## config.mk

```make
export PLATFORM = sky130hd
export DESIGN_NAME = uart_tx_engine
export DESIGN_NICKNAME = d
export VERILOG_FILES = /design/src/rtl/uart_tx_engine.sv
export SDC_FILE = /design/constraint.sdc
export NUM_CORES = 1
export LEC_CHECK = 0
export ABC_AREA = 1
export CORE_ASPECT_RATIO = 0.9
export CORE_MARGIN = 2
export CORE_UTILIZATION = 50
export DETAILED_ROUTE_END_ITERATION = 16
export PLACE_DENSITY = 0.74
export SYNTH_ARGS = -nofsm -noshare
export SYNTH_HDL_FRONTEND = slang
export SYNTH_SLANG_ARGS = --single-unit
```

## constraint.sdc

```tcl
create_clock -name clk -period 3.2 [get_ports clk]
set_input_delay 0.64 -clock clk [delete_from_list [all_inputs] [get_ports clk]]
set_output_delay 0.64 -clock clk [all_outputs]
set_load 0.005 [all_outputs]
```

## src/rtl/uart_tx_engine.sv

```systemverilog
// UART transmit engine: serializes one byte into a fixed 11-bit-time frame on tx
// and pulses txrdy for one cycle when the last bit time ends.
module uart_tx_engine #(
    parameter int BAUD_W = 19
) (
    input  logic              clk,
    input  logic              reset,
    input  logic              load,
    input  logic [7:0]        out_port,
    input  logic              eight,
    input  logic              pen,
    input  logic              ohel,
    input  logic [BAUD_W-1:0] k,
    output logic              tx,
    output logic              busy,
    output logic              txrdy
);

    localparam logic [0:0] IDLE  = 1'b0;
    localparam logic [0:0] SHIFT = 1'b1;

    logic [0:0]        r_state;
    logic [10:0]       r_shift;
    logic [BAUD_W-1:0] r_k_lat;
    logic [BAUD_W-1:0] r_baud_cnt;
    logic [3:0]        r_bit_cnt;
    logic              r_txrdy;

    logic              w_data_xor;
    logic              w_parity;
    logic [10:0]       w_frame;
    logic [BAUD_W-1:0] w_k_eff;
    logic              w_baud_tc;
    logic              w_last_bit;

    // NOTE: every signal written here gets a default first, so no latch is inferred.
    always_comb begin
        w_data_xor = eight ? ^out_port : ^out_port[6:0];
        w_parity   = w_data_xor ^ ohel;
        w_frame    = '1;
        case ({eight, pen})
            2'b11:   w_frame = {1'b1, w_parity, out_port, 1'b0};
            2'b10:   w_frame = {2'b11, out_port, 1'b0};
            2'b01:   w_frame = {2'b11, w_parity, out_port[6:0], 1'b0};
            default: w_frame = {3'b111, out_port[6:0], 1'b0};
        endcase
    end

    // k of 0 and 1 both mean one clock per bit.
    assign w_k_eff    = (k <= BAUD_W'(1)) ? BAUD_W'(1) : k;
    assign w_baud_tc  = (r_baud_cnt == r_k_lat - BAUD_W'(1));
    assign w_last_bit = (r_bit_cnt == 4'd10);

    // NOTE: sequential state uses non-blocking assignments only.
    always_ff @(posedge clk or negedge reset) begin
        if (!reset) begin
            r_state    <= IDLE;
            r_shift    <= '1;
            r_k_lat    <= BAUD_W'(1);
            r_baud_cnt <= '0;
            r_bit_cnt  <= '0;
            r_txrdy    <= 1'b0;
        end else begin
            r_txrdy <= 1'b0;
            case (r_state)
                IDLE: begin
                    if (load) begin
                        r_state    <= SHIFT;
                        r_shift    <= w_frame;
                        r_k_lat    <= w_k_eff;
                        r_baud_cnt <= '0;
                        r_bit_cnt  <= '0;
                    end
                end
                SHIFT: begin
                    if (w_baud_tc) begin
                        r_baud_cnt <= '0;
                        // Filling with ones leaves the line idle-high once the frame drains.
                        r_shift    <= {1'b1, r_shift[10:1]};
                        if (w_last_bit) begin
                            r_state   <= IDLE;
                            r_bit_cnt <= '0;
                            r_txrdy   <= 1'b1;
                        end else begin
                            r_bit_cnt <= r_bit_cnt + 4'd1;
                        end
                    end else begin
                        r_baud_cnt <= r_baud_cnt + BAUD_W'(1);
                    end
                end
                default: r_state <= IDLE;
            endcase
        end
    end

    assign tx    = r_shift[0];
    assign busy  = (r_state == SHIFT);
    assign txrdy = r_txrdy;

endmodule

```

* Word level (Yosys, flattened, before mapping)
Cells that the tools add are included.
** Storage, ports and cells
- Bits in registers :: 55
- Bits of input ports :: 33
- Output and inout port bits :: 3
- Logic and storage cells :: 43
** Cells by class
- $add $sub $neg :: 3
- $lt $le $gt $ge :: 1
- Eq/ne operators :: 7
- Mux-type cells :: 20
- Bitwise operators :: 2
- Reductions and logical operators :: 4
** Operators with widths (count)
- 19-bit 2-to-1 mux :: 3
- 19-bit one-hot mux with 2 select lines :: 1
- 10-bit one-hot mux with 3 select lines :: 1
- 11-bit 2-to-1 mux :: 2
- 11-bit one-hot mux with 2 select lines :: 1
- 19-bit by 1-bit adder with 19-bit output, second input constant :: 1
- 19-bit equality test :: 1
- 19-bit by 1-bit less-or-equal comparator with 1-bit output, second input constant :: 1
- 19-bit by 1-bit subtractor with 19-bit output, second input constant :: 1
- 4-bit 2-to-1 mux :: 3
- 4-bit one-hot mux with 2 select lines :: 1
- 8-bit parity :: 1
- 1-bit 2-to-1 mux :: 7
- 7-bit parity :: 1
- 4-bit by 1-bit adder with 4-bit output, second input constant :: 1
- 2-bit equality test, second input constant :: 2
- 4-bit equality test, second input constant :: 1
- 2-bit AND reduction :: 2
- 2-bit by 1-bit equality test with 1-bit output, second input constant :: 1
- 2-bit by 1-bit != test with 1-bit output, second input constant :: 1
- 2-bit != test, second input constant :: 1
- 1-bit one-hot mux with 2 select lines :: 1
- 1-bit NOT :: 1
- 1-bit bitwise XOR :: 1

* Longest topological paths before layout
- Depth in word-level cells :: 6
- Gate-level depth with buffers :: 16
- Gate-level depth less buffers :: 15

* Worst setup path after synthesis
OpenSTA, ideal clock, no wires.
- Path type :: register -> register
- From :: register r_k_lat[0]
- To :: register r_baud_cnt[15]
- Setup time :: 0.116 ns
- Arrival time :: 1.944 ns
- Required time :: 3.084 ns
- Slack :: 1.140 ns
- Cell stages (with the launch flop) :: 15
- Path buffers :: 1
- Path through :: dfstp_2 inv_2 ha_1 xnor2_1 nor2_1 nand2_1 nor2_1 nand2_1 nor2_1 nand3_1 nor2_4 nor2_4 buf_6 nand2_1 nand2_1
** On the way
- Cells in the longest elaborated chain, start to end :: 4
** Ends and longest elaborated chain
- start, declared :: line 24 : logic [BAUD_W-1:0] r_k_lat;
- start signal, assigned :: line 70 : r_k_lat <= w_k_eff;
- 19-bit by 1-bit subtractor with 19-bit output :: line 51 : assign w_baud_tc = (r_baud_cnt == r_k_lat - BAUD_W'(1));
- 19-bit equality test :: line 51
- 19-bit 2-to-1 mux :: line 76 : if (w_baud_tc) begin
- 19-bit one-hot mux with 2 select lines :: line 65 : case (r_state)
- end signal, assigned :: line 88 : r_baud_cnt <= r_baud_cnt + BAUD_W'(1);
- end, declared :: line 25 : logic [BAUD_W-1:0] r_baud_cnt;
No other way between the ends.
A chain may end at the register's enable or synchronous reset.

* Worst setup path after layout
- From :: register r_k_lat[0]
- To :: register r_shift[6]
** On the way
- Cells in the longest elaborated chain, start to end :: 4
** Ends and longest elaborated chain
- 19-bit by 1-bit subtractor with 19-bit output :: line 51
- 19-bit equality test :: line 51
- 2-bit by 1-bit != test with 1-bit output (no source line)
- 2-bit AND reduction (no source line)
- end signal, assigned :: line 69 : r_shift <= w_frame;
- end signal, assigned :: line 79 : r_shift <= {1'b1, r_shift[10:1]};
- end, declared :: line 23 : logic [10:0] r_shift;
No other way between the ends.

==> impl_metrics.toml <==
[global_route]
first_global_vias = 3251
overflow = 0
grt_max_degree = 50
antenna_found_initial = 0
grt_use_total_pct = 23.2
grt_pass1_wl_um = 15200

[setup_path]
r2r_end = "r_shift[6]$_DFFE_PN1P_"
crit_path_start = "r_k_lat[0]$_DFFE_PN1P_"
critPathMaxFanout = 15
cp_top_family = "simple AND/OR/NAND/NOR gates"
cp_num_buf_inv = 1
worstSetupEndpointType = "flop"
path_cells = "inv_2, ha_1, nand2_1, nor2_2, nand3_1, nor2_1, nand2_1, nand2_1, nor2_1, nand4_4, nand2_2, nand2_1, nand2_1"
r2r_slack_ns = 0.76
reg2regPathDepth = 13
required_ns = 3.45
crit_path_top_delay_cell = "dfstp_2"
cp-endpoint = "r_shift[6]$_DFFE_PN1P_"
max_stage_delay_ns = 0.57
critPathMostFrequentCell = "nand2_1"
path_depth = 13
startpoint_type = "flop"
reg2reg_from = "r_k_lat[0]$_DFFE_PN1P_"
crit_type = "reg2reg"
arrival_ns = 2.69

[logic_synthesis]
ys_seq_area_share_pct = 35.5
syn_nets = 610
syn_avg_cell_area_um2 = 6.76
synth_largest_area_cell = "dfrtp_1"
syn_area_mm2 = 0.00385
ys_types = 35
ys_ff_latch = 54
synth.top_cell.area_share_pct = 28.0
synthCells = 569
ys_warn_count = 0
ys_top_cells_by_area = "dfrtp_1, nand2_1, dfstp_2"

[timing]
finalWorstSetupSlack_ns = 0.765
final_hold_viol_count = 0
fmax_mhz = 411
final.period_utilization_pct = 76.1
rsz0062_at_grt = "no"
skew_ns = 0.00518
worst_slew_pin_slew_ns = 1.09
period_minus_slack_ns = 2.44
maxSlewViolCount = 0
hold_slack_ns = 0.495
max_slew_margin_pct = 27.1
finalSetupViolCount = 0
tns_ns = 0

[die]
die_w_um = 96.5
pin_count = 36
rows = 30
die_h_um = 87.2
initial_core_util_pct = 51.2
coreArea_mm2 = 0.00751
dieArea_mm2 = 0.00841

[cts]
clock_latency_ns = 0.31
cts_resized = 0
hold_buffers = 0
cts_setup_buffers = 0
cts_buffers = 5
cts_tree = "yes"
clock_path_buffers = 2
clk_pin_slew_ns = 0.09
cts_sinks = 54
root_buffer = "clkbuf_8"
cts_max_level = 2

[pwr]
p_per_area_mw_per_mm2 = 270
p_leak_nw = 2.38
ir_worst_vdd_mv = 0.156

[detailed_routing]
wl_um = 9080
drt-initial-drc-count = 201
drtPass1Iterations = 5
avgViaCountPerCell = 5.01
avgRoutedWirePerCell_um = 13.0
num_vias = 3498
drtAntennaViolNets = 0
drc_errors = 0

[placement]
gp_congestion = 0.892
dp_slack_ns = 0.820
dp_hpwl_um = 7000
port_buffers = 35

[layout]
area_growth_pct = 13.3
utilization_pct = 58.0
n_antenna_cell = 0
drive_above_1_share_pct = 7.14
final_nets = 642

[hold_path]
holdCritPathClass = "reg2reg"

[flow_run]
cap_violations = 0

[outcome]
outcome = "finished, final reports clean"
## worst min-delay path by stage
stage | startpoint | to | slack, ns | depth (start not counted)
global placement | r_shift[4]$_DFFE_PN1P_ | r_shift[4]$_DFFE_PN1P_ | 0.47 | 2
global route | r_shift[0]$_DFFE_PN1P_ | r_shift[0]$_DFFE_PN1P_ | 0.51 | 2
finish | r_shift[4]$_DFFE_PN1P_ | r_shift[4]$_DFFE_PN1P_ | 0.49 | 2
floorplan | reset | busy$_DFF_PN0_ | 0.34 | 0
detailed placement | r_shift[4]$_DFFE_PN1P_ | r_shift[4]$_DFFE_PN1P_ | 0.48 | 2
CTS | r_shift[4]$_DFFE_PN1P_ | r_shift[4]$_DFFE_PN1P_ | 0.50 | 2
## sequential cells by signal, summed over array words and instances, names as in the netlist
name / count
busy: 1
txrdy: 1
r_shift: 10
r_bit_cnt: 4
r_k_lat: 19
r_baud_cnt: 19
## placed cells by master (no fill, tap or decap), drive strengths merged, types with 3 or more instances in the layout
master / Yosys / layout
nand3b: 5 / 5
inv: 62 / 62
dfstp: 11 / 11
and2: 3 / 3
nor3: 4 / 4
nand4: 14 / 14
a21oi: 4 / 4
nand2: 233 / 233
nor2: 57 / 57
nand3: 46 / 46
ha: 8 / 8
xor2: 24 / 24
dfrtp: 43 / 43
clkbuf: 9 / 8
nor4: 4 / 4
xnor2: 14 / 14
clkdlybuf4s50: 0 / 34
buf: 6 / 6
o21ai: 17 / 17
## tightest hold or removal path, delay by kind of cell, from the launching register on
kind	cells	cell delay, ns
flops	1	0.38
simple gates	2	0.12
## stage by stage
stage                     total power [W]  instances  cell area, µm²
after global placement           0.000789        690            4270
final                             0.00118        698            4360
after CTS                         0.00119        698            4360
after global routing              0.00123        698            4360
after floorplan                  0.000726        569            3850
after detailed placement         0.000792        690            4270
## cells in the mapped netlist, drive strengths merged
master	n
ha	8
nand3	46
nand2	233
inv	62
and3	1
a22oi	1
dfrtp	43
xor2	24
a21oi	4
o21a	1
nand4	14
xnor2	14
nor3	4
a21o	1
clkbuf	9
nor2	57
nor4	4
o21ai	17
and2	3
nand3b	5
dfstp	11
buf	6
or2	1
## layout make-up
class / count / area [µm²]
well taps: 96 / 120
fillers: 738 / 3150
repair buffers: 40 / 383
clock buffers: 8 / 90.1
inverters: 62 / 233
multi-input cells: 438 / 2170
flip-flops and latches: 54 / 1370
## power breakdown
part           internal, W  switching, W
Combinational    0.0000494     0.0000417
Sequential        0.000685    0.00000151
Clock             0.000177      0.000222
Total             0.000912      0.000265
## metal layers
metal	routed length (µm)	share of wire, %	global-route usage (%)
met1	4420	49	32.5
met2	4180	46	38.8
met3	430	4.7	3.29
met4	46	0.51	3.71
met5	0	0	0
## logic make-up (layout without fill, tap and decap cells)
kind of cell	after synthesis	count (layout)	share of synthesized area, %
AOI/OAI and AO/OA	24	24	3.32
DFF	54	54	35.5
buffers and inverters	77	110	8.20
adders and majority gates	8	8	2.60
xor gates and xnor gates	38	38	8.65
and+or+nand+nor	368	368	41.7
No activity file was read; power rests on OpenSTA's default activity.
